==> src/rtl/ps2_pkg.sv <==
// ps2_pkg: shared state encoding, frame bit levels and scan-code prefixes for the PS/2 receiver.
package ps2_pkg;
    typedef enum logic [1:0] {IDLE, DATA, PARITY, STOP} ps2_state_t;
    localparam logic PS2_START_BIT = 1'b0;
    localparam logic PS2_STOP_BIT = 1'b1;
    localparam logic [7:0] PS2_EXT_PREFIX = 8'hE0;
    localparam logic [7:0] PS2_BREAK_PREFIX = 8'hF0;
    function automatic logic odd_parity_ok(input logic [7:0] b, input logic p);
        return ^{b, p};
    endfunction
endpackage

==> src/rtl/ps2_line_filter.sv <==
// ps2_line_filter: synchronises both PS/2 pins, de-glitches the clock and flags its falling edge.
module ps2_line_filter #(
    parameter int SYNC_STAGES = 2,
    parameter int FILTER_LEN = 4
) (
    input  logic clk,
    input  logic rst_n,
    input  logic ps2_clk,
    input  logic ps2_data,
    output logic fall,
    output logic data
);
    localparam int FW = $clog2(FILTER_LEN + 1);
    logic [SYNC_STAGES-1:0] clk_sync, data_sync;
    logic [FW-1:0] cnt;
    logic filt, settle;
    // cnt tracks how long the synchronised clock has disagreed with the filtered level
    assign settle = clk_sync[SYNC_STAGES-1] != filt && cnt == FW'(FILTER_LEN - 1);
    assign data = data_sync[SYNC_STAGES-1];
    always_ff @(posedge clk or negedge rst_n) begin
        if (!rst_n) begin
            clk_sync <= '1;
            data_sync <= '1;
            filt <= 1'b1;
            cnt <= '0;
            fall <= 1'b0;
        end else begin
            clk_sync <= {clk_sync[SYNC_STAGES-2:0], ps2_clk};
            data_sync <= {data_sync[SYNC_STAGES-2:0], ps2_data};
            cnt <= (clk_sync[SYNC_STAGES-1] == filt || settle) ? '0 : cnt + 1'b1;
            filt <= settle ? clk_sync[SYNC_STAGES-1] : filt;
            fall <= settle & filt;
        end
    end
endmodule

==> src/rtl/ps2_keyboard_rx.sv <==
// ps2_keyboard_rx: PS/2 device-to-host frame receiver with parity/stop/timeout checking.
// Define PS2_KEY_DECODE_EN to fold E0/F0 prefixes into KEY_EXTENDED/KEY_RELEASED flags.
module ps2_keyboard_rx
    import ps2_pkg::*;
#(
    parameter int SYNC_STAGES = 2,
    parameter int FILTER_LEN = 4,
    parameter int TIMEOUT_CYCLES = 25000
) (
    input  logic       CLK_25MHZ,
    input  logic       RESET_N,
    input  logic       PS2_CLK,
    input  logic       PS2_DATA,
    output logic [7:0] SCAN_CODE,
    output logic       SCAN_VALID,
    output logic       FRAME_ERROR,
`ifdef PS2_KEY_DECODE_EN
    output logic       KEY_RELEASED,
    output logic       KEY_EXTENDED,
`endif
    output logic       BUSY
);
    localparam int TW = $clog2(TIMEOUT_CYCLES);
    ps2_state_t state, state_n;
    logic [2:0] bit_cnt, bit_cnt_n;
    logic [7:0] shreg, shreg_n, code_n;
    logic [TW-1:0] tcnt;
    logic par, par_n, valid_n, err_n, fall, data, frame_ok, expire;
`ifdef PS2_KEY_DECODE_EN
    logic pend_rel, pend_ext, pend_rel_n, pend_ext_n, rel_n, ext_n;
`endif

    ps2_line_filter #(.SYNC_STAGES(SYNC_STAGES), .FILTER_LEN(FILTER_LEN)) u_filter (
        .clk(CLK_25MHZ),
        .rst_n(RESET_N),
        .ps2_clk(PS2_CLK),
        .ps2_data(PS2_DATA),
        .fall(fall),
        .data(data)
    );

    assign frame_ok = data == PS2_STOP_BIT && odd_parity_ok(shreg, par);
    assign expire = state != IDLE && tcnt == TW'(TIMEOUT_CYCLES - 1);
    assign BUSY = state != IDLE;

    always_comb begin
        state_n = state;
        bit_cnt_n = bit_cnt;
        shreg_n = shreg;
        par_n = par;
        valid_n = 1'b0;
        err_n = 1'b0;
        code_n = SCAN_CODE;
        if (fall) begin
            case (state)
                IDLE: begin
                    state_n = data == PS2_START_BIT ? DATA : IDLE;
                    err_n = data != PS2_START_BIT;
                    bit_cnt_n = '0;
                    shreg_n = '0;
                end
                DATA: begin
                    shreg_n[bit_cnt] = data;
                    bit_cnt_n = bit_cnt + 1'b1;
                    state_n = bit_cnt == 3'd7 ? PARITY : DATA;
                end
                PARITY: begin
                    par_n = data;
                    state_n = STOP;
                end
                default: begin
                    state_n = IDLE;
                    valid_n = frame_ok;
                    err_n = !frame_ok;
                    code_n = frame_ok ? shreg : SCAN_CODE;
                end
            endcase
        end else if (expire) begin
            state_n = IDLE;
            err_n = 1'b1;
            shreg_n = '0;
        end
`ifdef PS2_KEY_DECODE_EN
        pend_rel_n = pend_rel;
        pend_ext_n = pend_ext;
        rel_n = KEY_RELEASED;
        ext_n = KEY_EXTENDED;
        // prefixes only arm flags; the following make/break code carries them out
        if (valid_n && (shreg == PS2_EXT_PREFIX || shreg == PS2_BREAK_PREFIX)) begin
            pend_ext_n = pend_ext | (shreg == PS2_EXT_PREFIX);
            pend_rel_n = pend_rel | (shreg == PS2_BREAK_PREFIX);
            valid_n = 1'b0;
            code_n = SCAN_CODE;
        end else if (valid_n) begin
            rel_n = pend_rel;
            ext_n = pend_ext;
            pend_rel_n = 1'b0;
            pend_ext_n = 1'b0;
        end
        if (err_n) begin
            pend_rel_n = 1'b0;
            pend_ext_n = 1'b0;
        end
`endif
    end

    always_ff @(posedge CLK_25MHZ or negedge RESET_N) begin
        if (!RESET_N) begin
            state <= IDLE;
            bit_cnt <= '0;
            shreg <= '0;
            par <= 1'b0;
            tcnt <= '0;
            SCAN_CODE <= '0;
            SCAN_VALID <= 1'b0;
            FRAME_ERROR <= 1'b0;
        end else begin
            state <= state_n;
            bit_cnt <= bit_cnt_n;
            shreg <= shreg_n;
            par <= par_n;
            tcnt <= (fall || state == IDLE) ? '0 : (tcnt == '1 ? tcnt : tcnt + 1'b1);
            SCAN_CODE <= code_n;
            SCAN_VALID <= valid_n;
            FRAME_ERROR <= err_n;
        end
    end

`ifdef PS2_KEY_DECODE_EN
    always_ff @(posedge CLK_25MHZ or negedge RESET_N) begin
        if (!RESET_N) begin
            pend_rel <= 1'b0;
            pend_ext <= 1'b0;
            KEY_RELEASED <= 1'b0;
            KEY_EXTENDED <= 1'b0;
        end else begin
            pend_rel <= pend_rel_n;
            pend_ext <= pend_ext_n;
            KEY_RELEASED <= rel_n;
            KEY_EXTENDED <= ext_n;
        end
    end
`endif
endmodule
==> config.mk <==
export PLATFORM = sky130hd
export DESIGN_NAME = ps2_keyboard_rx
export DESIGN_NICKNAME = d
export VERILOG_FILES = /design/src/rtl/ps2_pkg.sv /design/src/rtl/ps2_line_filter.sv /design/src/rtl/ps2_keyboard_rx.sv
export SDC_FILE = /design/constraint.sdc
export NUM_CORES = 1
export LEC_CHECK = 0
export BUFFER_PORTS_ARGS = -buffer_cell sky130_fd_sc_hd__buf_2
export CAP_MARGIN = 20
export CORE_MARGIN = 3
export CORE_UTILIZATION = 25
export DETAILED_ROUTE_END_ITERATION = 6
export GPL_TIMING_DRIVEN = 0
export HOLD_SLACK_MARGIN = 0.12
export PLACE_DENSITY = 0.45
export SETUP_SLACK_MARGIN = 0.1
export SYNTH_ARGS = -nofsm -noshare
export SYNTH_HDL_FRONTEND = slang
export SYNTH_HIERARCHICAL = 1
export SYNTH_SLANG_ARGS = --single-unit
==> constraint.sdc <==
create_clock -name CLK_25MHZ -period 2.5 [get_ports CLK_25MHZ]
set_input_delay 0 -clock CLK_25MHZ [delete_from_list [all_inputs] [get_ports CLK_25MHZ]]
set_output_delay 0 -clock CLK_25MHZ [all_outputs]
set_load 0.01 [all_outputs]
Word-level counts from Yosys, hierarchy flattened
Index checks and enable logic that the tools add are counted.
{ "totals": {"ff_bits": 48, "input_bits": 4} }
{ "op_classes": {"n_addsub": 3, "magnitude_cmp": 2, "n_eq_ne": 10, "mux": 20, "bitwise": 2, "reduce_logical": 18} }
{ "op_table": {"columns": ["operator", "count"], "rows": [
  ["15-bit == test, second input constant", 2],
  ["15-bit 2-to-1 mux", 2],
  ["8-bit 2-to-1 mux", 2],
  ["8-bit one-hot mux with 2 select lines", 1],
  ["15-bit by 1-bit adder with 15-bit output, second input constant", 1],
  ["9-bit parity", 1],
  ["8-bit bitwise mux", 1],
  ["3-bit by 1-bit adder with 3-bit output, second input constant", 2],
  ["1-bit 2-to-1 mux", 6],
  ["2-bit 2-to-1 mux", 3],
  ["2-bit one-hot mux with 3 select lines", 1],
  ["3-bit one-hot mux with 2 select lines", 1],
  ["2-bit AND reduction", 3],
  ["2-bit nonzero test", 3],
  ["1-bit logical AND", 4],
  ["3-bit by 4-bit less-than comparator with 1-bit output, second input constant", 1],
  ["1-bit demux with 3-bit select", 1],
  ["3-bit by 2-bit == test with 1-bit output, second input constant", 1],
  ["3-bit == test, second input constant", 1],
  ["3-bit by 1-bit >= comparator with 1-bit output, second input constant", 1],
  ["3-bit 2-to-1 mux", 1],
  ["3-bit inequality test, second input constant", 1],
  ["3-bit AND reduction", 1],
  ["3-bit OR reduction", 1],
  ["other kinds (12)", 13]
]} }

Longest topological paths before layout
{ "logic_depth": {"word_depth": 7, "depth_mapped": 6, "depth_no_buf": 6} }

Hierarchy
The synthesis kept the hierarchy.
{ "modules_own_cells": {"columns": ["module", "instances", "cells_per_inst", "area_per_inst_um2"], "rows": [
  ["ps2_keyboard_rx", 1, 200, 2009.4],
  ["ps2_line_filter", 1, 18, 312.8]
]} }

Worst setup path after synthesis
Ideal clock, no wire load.
{ "synth_path": {"kind": "register to register", "from": "register shreg[1]", "to": "register SCAN_CODE[0]", "arrival_time_ns": 1.610, "required_time_ns": 2.375, "path_slack_ns": 0.766, "stages_incl_launch_ff": 6, "path_buffers": 0, "synth_period_minus_slack_ns": 1.734, "path_cell_list": "dfrtp_1 xnor2_1 xnor3_1 xnor2_2 nand3_4 mux2_2"} }
{ "synth_via": {"elab_chain_cells": 3} }
{ "synth_rtl": {"columns": ["element", "line_no", "source"], "rows": [
  ["start, declared", "ps2_keyboard_rx.sv:26", "logic [7:0] shreg, shreg_n, code_n;"],
  ["start signal, assigned", "ps2_keyboard_rx.sv:120", "shreg <= shreg_n;"],
  ["9-bit parity", "ps2_pkg.sv:9", "return ^{b, p};"],
  ["1-bit logical AND", "ps2_keyboard_rx.sv:42", "assign frame_ok = data == PS2_STOP_BIT && odd_parity_ok(shreg, par);"],
  ["3-bit AND reduction (no source line)", null, null],
  ["end signal, assigned", "ps2_keyboard_rx.sv:123", "SCAN_CODE <= code_n;"],
  ["end, declared", "ps2_keyboard_rx.sv:14", "output logic [7:0] SCAN_CODE,"]
]} }
Every way passes these cells.
A chain may end at the register's enable or synchronous reset.

Worst setup path in the final report
{ "layout_path": {"from": "register tcnt[0]", "to": "register shreg[4]"} }
{ "layout_via": {"elab_chain_cells": 4} }
{ "layout_rtl": {"columns": ["element", "line_no", "source"], "rows": [
  ["start, declared", "ps2_keyboard_rx.sv:27", "logic [TW-1:0] tcnt;"],
  ["start signal, assigned", "ps2_keyboard_rx.sv:122", "tcnt <= (fall || state == IDLE) ? '0 : (tcnt == '1 ? tcnt : tcnt + 1'b1);"],
  ["15-bit == test", "ps2_keyboard_rx.sv:43", "assign expire = state != IDLE && tcnt == TW'(TIMEOUT_CYCLES - 1);"],
  ["1-bit logical AND", "ps2_keyboard_rx.sv:43", null],
  ["2-bit nonzero test (no source line)", null, null],
  ["2-bit AND reduction (no source line)", null, null]
]} }
Every way passes these cells.

==> flow_summary.json <==
{
  "outcome": "finished clean",
  "routed_via_density": 4.64,
  "synth-seq-cells": 48,
  "synthCells": 218,
  "synth.distinct_cells": 39,
  "cts-root-buf": "clkbuf_8",
  "fin_ws_ns": 0.369,
  "fp.dieH_um": 102,
  "dp_cells": 341,
  "ir_drop_mv": 0.284,
  "arrival_ns": 2.31,
  "start_kind": "register",
  "hold_ws_ns": 0.190,
  "vias": 1639,
  "final_cells": 353,
  "antenna_found_initial": 0,
  "cts_buffers": 5,
  "cts_tree": "built",
  "power_density_nw_per_um2": 656,
  "clock_sinks": 48,
  "r2r_end": "shreg[4]",
  "setup.worst_path.start": "tcnt[0]",
  "io_buffer_count": 14,
  "worstPathCellList": "ha_1 > nor4bb_1 > a41oi_1 > nand2b_2 > o21ai_0 > o21ai_0",
  "crit_path_top_delay_cell": "dfrtp_1",
  "setup_violations": 0,
  "cpLargestDelayFamily": "simple AND/OR/NAND/NOR gates",
  "rrSetupSlack_ns": 0.37,
  "finalHoldViolCount": 0,
  "num_rows": 34,
  "nets": 253,
  "coreArea_um2": 8890,
  "synth_top_area_share_pct": 46.3,
  "worst-path-buf-inv": 0,
  "ys_warn_count": 6,
  "cap_violations": 0,
  "cts_setup_buffers": 0,
  "cp-end-kind": "register",
  "drt-total-wl_um": 4470,
  "io_pins": 15,
  "r2r_start": "tcnt[0]",
  "max_freq_mhz": 469,
  "first_pass_iters": 4,
  "synthesis.nets": 227,
  "grt_max_degree": 38,
  "first_global_vias": 1591,
  "path_clk_slew_ns": 0.10,
  "finalCriticalPeriod_ns": 2.13,
  "slew_headroom_pct": 65.8,
  "finClkSkew_ns": 0.0117,
  "hp-class": "in -> async",
  "fin_crit_sh_pct": 85.2,
  "worst_path_most_repeated_cell": "o21ai_0",
  "syn_area_um2": 2320,
  "gp_congestion": 0.730,
  "pre_cts_slack_ns": 0.351,
  "crit_path_max_fanout": 8,
  "dieArea_um2": 10500,
  "setup_tns_ns": 0,
  "fin_util_pct": 30.6,
  "finalPower_mw": 1.79,
  "yosysSeqAreaShare_pct": 52.0,
  "top_layer": "met4",
  "grt_pass1_wl_um": 7670,
  "syn_avg_cell_area_um2": 10.7,
  "synthTopCellsByArea": "dfrtp_1, dfstp_2, mux2_2",
  "area_delta_synth_final_pct": 17.2,
  "drtIter0Drc": 79,
  "overflow": 0,
  "reg2reg_depth": 6,
  "placed_cell_area_um2": 2550,
  "wl_met3_um": 96,
  "yosysTopAreaCell": "dfrtp_1",
  "grt_usage_pct": 9.23,
  "final_cell_mix": "dfrtp_1, nor2_1, o21ai_0, nand2_1, buf_2",
  "hpwlAfterDp_um": 3170,
  "crit_path_max_incr_delay_ns": 0.43,
  "p_leak_nw": 1.29,
  "critPathRequiredTime_ns": 2.67,
  "cts-htree-levels": 2,
  "route.met2.wl_um": 2060,
  "drive_gt1_share_pct": 19.2,
  "cp.depth": 6,
  "clk_latency_ns": 0.30,
  "rsz0062_at_grt": "false",
  "slew_violations": 0,
  "clockBufferDepth": 2,
  "worst-setup-path-type": "reg -> reg",
  "met1_length_um": 2250,
  "diodes": 0,
  "start_util_pct": 26.1,
  "mostFrequentLayoutCell": "dfrtp_1",
  "filler_cell_count": 916,
  "final_area_um2": 2720,
  "die_width_um": 102,
  "detail-route-antenna-nets": 0,
  "drcViolationCount": 0,
  "crit_path_end": "shreg[4]",
  "worst_pin_slew_ns": 0.513,
  "wl_per_cell_um": 12.6
}
-- Yosys cell counts, drive strengths merged --
cell type	n
a31oi	5
mux2i	4
nor2	23
nor4	1
nor3b	1
and3	7
xnor3	1
buf	2
nand3b	2
and3b	1
o21bai	1
a41oi	1
dfrtp	43
o2111ai	3
nand2	19
o21ai	22
nand2b	7
a21oi	4
mux2	10
dfstp	5
nand3	8
o31ai	2
xnor2	8
ha	5
nand4	2
a22o	1
and4b	1
nor3	3
o211a	1
or2	1
xor2	8
inv	5
o21ba	2
nor4bb	1
and4	3
clkbuf	5
-- worst min-delay path by stage --
stage / end / slack [ns] / cells after the start
floorplan: FRAME_ERROR / -0.30 / 0
global placement: u_filter/clk_sync[0] / 0.11 / 1
detailed placement: SCAN_CODE[7] / -0.1 / 1
CTS: SCAN_CODE[1] / 0.20 / 3
global route: shreg[1] / 0.21 / 3
finish: SCAN_CODE[1] / 0.19 / 3
-- layer usage --
metal  vias to the layer above  global-route usage, %
met3                         5                   1.64
met5                         -                      0
met4                         0                   3.33
met2                        17                   14.8
li1                        819                      -
met1                       798                   12.5
-- what timing repair did --
item	4_1_cts	5_1_grt
hold buffers	4	0
setup endpoints to repair	0	8
hold endpoints to repair	45	0
gates resized for setup	0	1
-- power breakdown --
part,switching [mW],leakage (nW),internal (mW)
registers,0.0432,0.650,0.838
logic,0.155,0.575,0.0957
clock network,0.253,0.0654,0.400
total,0.451,1.29,1.33
-- area by class of cell --
cell class	instances	area (um^2)	share of cell area [%]
Multi-Input combinational cell	158	1070	39.2
Timing Repair Buffer	19	130	4.78
Buffer	7	31.3	1.15
Clock buffer	6	72.6	2.67
Inverter	5	18.8	0.689
Clock inverter	2	60.1	2.21
Tap cell	108	135	4.96
Sequential cell	48	1210	44.3
-- flip-flops by register name, indices dropped and copies added (netlist names) --
register,cells
bit_cnt,3
state,2
SCAN_VALID,1
u_filter/fall,1
SCAN_CODE,8
u_filter/data_sync,2
par,1
shreg,8
u_filter/cnt,3
tcnt,15
FRAME_ERROR,1
u_filter/filt,1
u_filter/clk_sync,2
-- tightest hold or removal path, delay by kind of cell --
family	cells	cell delay (ns)
buffers and inverters	3	0.86
-- logic make-up (layout without fill, tap and decap cells) --
group / count (synthesis) / after routing / share of synthesized area [%]
AO/OA/AOI/OAI: 42 / 42 / 11.1
XOR/XNOR: 17 / 17 / 7.33
adder cells (fa/ha/maj): 5 / 5 / 2.69
buffers and inverters: 12 / 39 / 2.16
flip-flops: 48 / 48 / 52.0
multiplexers: 14 / 14 / 6.57
AND/OR/NAND/NOR: 80 / 80 / 18.2
Note: power is estimated with default switching activity, not from simulation.
